File: config.mk
export PLATFORM = sky130hd
export DESIGN_NAME = id_rf_read_seq
export DESIGN_NICKNAME = d
export VERILOG_FILES = /design/src/rtl/id_rf_read_seq_pkg.sv /design/src/rtl/id_rf_read_seq.sv
export SDC_FILE = /design/constraint.sdc
export NUM_CORES = 1
export LEC_CHECK = 0
export ABC_AREA = 1
export CAP_MARGIN = 0
export CORE_UTILIZATION = 44
export CTS_BUF_LIST = sky130_fd_sc_hd__clkbuf_4 sky130_fd_sc_hd__clkbuf_8 sky130_fd_sc_hd__clkbuf_16
export DETAILED_ROUTE_END_ITERATION = 12
export PLACE_DENSITY = 0.78
export SLEW_MARGIN = 10
export SYNTH_ARGS = -nofsm -noshare
export SYNTH_HDL_FRONTEND = slang
export SYNTH_SLANG_ARGS = --single-unit
File: constraint.sdc
create_clock -name clk -period 2 [get_ports clk]
set_input_delay 0.2 -clock clk [delete_from_list [all_inputs] [get_ports clk]]
set_output_delay 0.2 -clock clk [all_outputs]
set_load 0.01 [all_outputs]
File: src/rtl/id_rf_read_seq_pkg.sv
// ============================================================================
// Module : id_rf_read_seq_pkg
// Brief  : Shared types and defaults for the ID-stage operand read sequencer.
// Rev    : 1.0
// ============================================================================
`default_nettype none

package id_rf_read_seq_pkg;

  localparam int REG_W_DEFAULT  = 64;
  localparam int ADDR_W_DEFAULT = 5;

  typedef enum logic [1:0] {
    RDSEQ_IDLE = 2'd0,
    RDSEQ_RD1  = 2'd1,
    RDSEQ_RD2  = 2'd2,
    RDSEQ_DONE = 2'd3
  } rdseq_state_e;

  // First state after an accept: skip straight past sources that never touch the port.
  function automatic rdseq_state_e first_state(input logic need1, input logic need2);
    return need1 ? RDSEQ_RD1 : (need2 ? RDSEQ_RD2 : RDSEQ_DONE);
  endfunction

endpackage

`default_nettype wire

File: src/rtl/id_rf_read_seq.sv
// ============================================================================
// Module : id_rf_read_seq
// Brief  : Serialises rs1/rs2 fetch over one regfile read port, hands operands
//          to EX through a valid/ready handshake.
// Rev    : 1.0
// ============================================================================
`default_nettype none

module id_rf_read_seq
  import id_rf_read_seq_pkg::*;
#(
  parameter int REG_W  = REG_W_DEFAULT,
  parameter int ADDR_W = ADDR_W_DEFAULT
) (
  input  logic              clk,
  input  logic              rst,
  input  logic              flush,
  input  logic              in_valid,
  output logic              in_ready,
  input  logic              rs1_r_ena,
  input  logic [ADDR_W-1:0] rs1_r_addr,
  input  logic              rs2_r_ena,
  input  logic [ADDR_W-1:0] rs2_r_addr,
  output logic              rf_r_ena,
  output logic [ADDR_W-1:0] rf_r_addr,
  input  logic [REG_W-1:0]  rf_r_data,
  output logic              out_valid,
  input  logic              out_ready,
  output logic [REG_W-1:0]  op1_src,
  output logic [REG_W-1:0]  op2_src,
  output logic              busy
);

  rdseq_state_e      state_q, state_d;
  logic [ADDR_W-1:0] rs1_addr_q, rs1_addr_d;
  logic [ADDR_W-1:0] rs2_addr_q, rs2_addr_d;
  logic              need1_q, need1_d;
  logic              need2_q, need2_d;
  logic [REG_W-1:0]  op1_q, op1_d;
  logic [REG_W-1:0]  op2_q, op2_d;
  logic              out_valid_q, out_valid_d;
  logic              busy_q, busy_d;
  logic              rf_r_ena_q, rf_r_ena_d;
  logic [ADDR_W-1:0] rf_r_addr_q, rf_r_addr_d;

  logic w_in_ready;
  logic w_accept;
  logic w_new_need1;
  logic w_new_need2;

  // Ready is held low while reset is asserted so every output reads 0 in reset.
  assign w_in_ready  = rst & ((state_q == RDSEQ_IDLE) | ((state_q == RDSEQ_DONE) & out_ready));
  assign w_accept    = in_valid & w_in_ready & ~flush;
  assign w_new_need1 = rs1_r_ena & (rs1_r_addr != '0);
  assign w_new_need2 = rs2_r_ena & (rs2_r_addr != '0);

  always_comb begin
    state_d    = state_q;
    rs1_addr_d = rs1_addr_q;
    rs2_addr_d = rs2_addr_q;
    need1_d    = need1_q;
    need2_d    = need2_q;
    op1_d      = op1_q;
    op2_d      = op2_q;

    case (state_q)
      RDSEQ_RD1: begin
        op1_d   = rf_r_data;
        state_d = need2_q ? RDSEQ_RD2 : RDSEQ_DONE;
      end
      RDSEQ_RD2: begin
        op2_d   = rf_r_data;
        state_d = RDSEQ_DONE;
      end
      RDSEQ_DONE: begin
        if (out_ready) state_d = RDSEQ_IDLE;
      end
      default: ;
    endcase

    // An accept in DONE replaces the handshake exit, giving back-to-back issue.
    if (w_accept) begin
      rs1_addr_d = rs1_r_addr;
      rs2_addr_d = rs2_r_addr;
      need1_d    = w_new_need1;
      need2_d    = w_new_need2;
      op1_d      = '0;
      op2_d      = '0;
      state_d    = first_state(w_new_need1, w_new_need2);
    end

    if (flush) begin
      rs1_addr_d = '0;
      rs2_addr_d = '0;
      need1_d    = 1'b0;
      need2_d    = 1'b0;
      op1_d      = '0;
      op2_d      = '0;
      state_d    = RDSEQ_IDLE;
    end

    // Outputs are registered from the next state so they are glitch-free.
    out_valid_d = (state_d == RDSEQ_DONE);
    busy_d      = (state_d != RDSEQ_IDLE);
    rf_r_ena_d  = (state_d == RDSEQ_RD1) | (state_d == RDSEQ_RD2);
    if (state_d == RDSEQ_RD1) begin
      rf_r_addr_d = rs1_addr_d;
    end else if (state_d == RDSEQ_RD2) begin
      rf_r_addr_d = rs2_addr_d;
    end else begin
      rf_r_addr_d = '0;
    end
  end

  always_ff @(posedge clk) begin
    if (!rst) begin
      state_q     <= RDSEQ_IDLE;
      rs1_addr_q  <= '0;
      rs2_addr_q  <= '0;
      need1_q     <= 1'b0;
      need2_q     <= 1'b0;
      op1_q       <= '0;
      op2_q       <= '0;
      out_valid_q <= 1'b0;
      busy_q      <= 1'b0;
      rf_r_ena_q  <= 1'b0;
      rf_r_addr_q <= '0;
    end else begin
      state_q     <= state_d;
      rs1_addr_q  <= rs1_addr_d;
      rs2_addr_q  <= rs2_addr_d;
      need1_q     <= need1_d;
      need2_q     <= need2_d;
      op1_q       <= op1_d;
      op2_q       <= op2_d;
      out_valid_q <= out_valid_d;
      busy_q      <= busy_d;
      rf_r_ena_q  <= rf_r_ena_d;
      rf_r_addr_q <= rf_r_addr_d;
    end
  end

  assign in_ready  = w_in_ready;
  assign rf_r_ena  = rf_r_ena_q;
  assign rf_r_addr = rf_r_addr_q;
  assign out_valid = out_valid_q;
  assign op1_src   = op1_q;
  assign op2_src   = op2_q;
  assign busy      = busy_q;

endmodule

`default_nettype wire

==> run metrics <==
H-Tree Level Count 4; Worst path max stage delay 390 ps; Clk Latency, worst-skew pair 420 ps; RSZ-0062 raised after global routing no; # DRC 0; Layout area overhead 51.9%; total of max-cap violations 0; Worst Clk Skew 6.23 ps; synth unique cells 20; ratio of cells with drive above 1 in the final layout 11.5%; setup ws final 127 ps; antenna viol nets, final 0; outcome finished clean; placed inst area 7990 um^2; CTS tree done; Seq cells post-synth 149; Pins Over Slew Limit 0; R2R cell count 11; Crit path top cell by count nand2_1; clk root buf clkbuf_16; Post-Synth Adder-Cell Area 0.880%; initial antenna violation count 0; Fillers 1,030; YS warnings 0; worst slack at placement -93.4 ps; Cell Area, Synth 5690 um^2; dpl hpwl 11.7 mm; post-layout util 68.5%; crit path kind flip-flop to flip-flop; TritonRoute pass-1 iters 5; Die X 116 um; cts hold-fix bufs 0; Mapped Cells 692; post-synthesis mux area share 0%; Final Cell Area 8640 um^2; PwrDens 834 nW/um^2; internal reg-to-reg setup slack 130 ps; compound-gate portion of the synthesized area 14.4%; Worst-Margin Slew 762 ps; Worst path slowest cell dfxtp_2; clock buffer depth 2; Worst Hold End op1_src[5]; Critical Path Sink Type flip-flop; number of vias per cell 5.37; WHS Path Cells 3; Reg-to-Reg End rf_r_addr[3]; worst reg2reg path startpoint state_q[0]; Req. time, crit path 2360 ps; DRT Wirelength 17.8 mm; most frequent cells in the layout 217 x clkdlybuf4s50_1, 163 x nand2_1, 151 x nand3_1; Max transition margin 49.2%; placer congestion estimate 0.923; CTS Buf Count 17; die area 13,400 um^2; Tmin final 1870 ps; final setup TNS 0 ps; register area share after synthesis 52.5%; Synth Area in XOR/XNOR 0%; gr ovfl total 0; commonest non-fill, non-tap cell in the layout clkdlybuf4s50_1; first-pass GRT wire length 27.4 mm; Vias 5,794; FP Rows 41; worst hold margin 400 ps; I/O pin cnt 218; Hold Startpoint rf_r_data[5]; Total Routing Usage GR 26.6%; Leak 2.93 nW; IO Port Bufs 217; clk sinks 149; Worst IR Drop VDD 0.000500 V; Initial Util 45.1%; largest net degree at the start of global routing 66; main combinational cell family by area after synthesis simple AND/OR/NAND/NOR gates; Final nets 979; endpoints failing hold 0; fin crit share 93.6%; final setup vio count 0; CP cell instances nand3_1 > nand2_1 > nand2_2 > nor2_1 > nand2_1 > nand2_1 > inv_1 > ha_1 > nor2_1 > nand2_1 > nand2_1; vias in the first global route 5,582; Mean Syn Cell Area 8.22 um^2; chip height 116 um; Post-Syn Nets 777; PostCTS Resize Cnt 0; core area 12,600 um^2; max frequency 0.534 GHz; Post-CTS Setup Inserts 0; critical path arrival 2230 ps; # diodes 0; Worst Setup Start Kind flip-flop; drt wl/cell 16.5 um; Worst-path clk slew 60 ps; crit-path max FO 5; largest area contributor in the netlist dfxtp_1; Initial DRC Count 367; Synth area leaders dfxtp_1 52%, nand3_1 13%, nand2_1 11%; Simple-Gate Fraction of Synth Area 25.4%; min-delay worst type input pin to flip-flop; Synth top area share 52.5%
-- area by class of cell --
| type | count | area [um^2] | share of cell area, % |
|---|---|---|---|
| repair buffers | 242 | 2410 | 27.9 |
| multi-input cells | 470 | 2320 | 26.9 |
| well taps | 172 | 215 | 2.49 |
| flip-flops and latches | 149 | 2990 | 34.6 |
| clock buffers | 21 | 480 | 5.56 |
| clock inverters | 11 | 171 | 1.98 |
| inverters | 14 | 52.6 | 0.608 |
-- metrics by stage --
| stage | total power (W) | std cells |
|---|---|---|
| finish | 0.00720 | 1079 |
| global route | 0.00744 | 1079 |
| CTS | 0.00725 | 1079 |
| detailed placement | 0.00382 | 1047 |
| global placement | 0.00380 | 1047 |
| floorplan | 0.00345 | 692 |
-- cells in the mapped netlist --
master,n
o21ai_0,1
nand2_1,164
nand2_2,4
a21oi_2,37
dfxtp_1,149
buf_2,9
o22ai_1,1
inv_2,1
buf_1,2
nor2_4,1
inv_1,13
nor3_1,1
ha_1,4
clkbuf_1,34
nand3_1,151
a21oi_1,97
nor2_1,9
buf_4,2
buf_6,11
buf_8,1
-- flip-flops by register name, indices dropped and copies added (netlist names) --
signal and flops:
out_valid 1, rs2_addr_q 5, need2_q 1, op1_src 64
state_q 2, rs1_addr_q 5, op2_src 64, busy 1
rf_r_addr 5, rf_r_ena 1
-- report_power, final --
| part | switching [W] | total (W) | internal [W] |
|---|---|---|---|
| registers | 0.0000252 | 0.00304 | 0.00302 |
| clock network | 0.00122 | 0.00344 | 0.00222 |
| logic | 0.000388 | 0.000717 | 0.000329 |
| total | 0.00164 | 0.00720 | 0.00557 |
-- worst max path at each step --
stage               slack, ps            to  startpoint  cells past startpoint
floorplan                 380  rf_r_addr[0]  state_q[1]                     11
global placement           30  rf_r_addr[1]         rst                     12
detailed placement        -90  rf_r_addr[0]         rst                     12
CTS                       170      in_ready  state_q[1]                      4
global route               20  rf_r_addr[0]  state_q[0]                     11
finish                    130  rf_r_addr[3]  state_q[0]                     11
-- routing by layer --
metal	vias up	part of all wire [%]	GRT usage (%)	wire length (um)
met1	2764	40	30.6	7170
met5	-	0	0	0
li1	2719	-	-	-
met3	48	7.3	7.27	1310
met2	263	49	45.0	8680
met4	0	3.8	14.8	669
-- worst max-delay path, delay by kind of cell (launching register included) --
kind | cells | cell delay [ps]
flip-flops | 1 | 390
buffers and inverters | 1 | 100
adder cells (fa/ha/maj) | 1 | 220
AND/OR/NAND/NOR | 9 | 1120
-- kinds of logic (layout without fill, tap and decap cells) --
family,count (synthesis),after routing
buffers and inverters,73,288
adders and majority gates,4,4
and+or+nand+nor,330,330
AOI/OAI and AO/OA,136,136
DFF,149,149
Power figures use the tool's default switching activity.
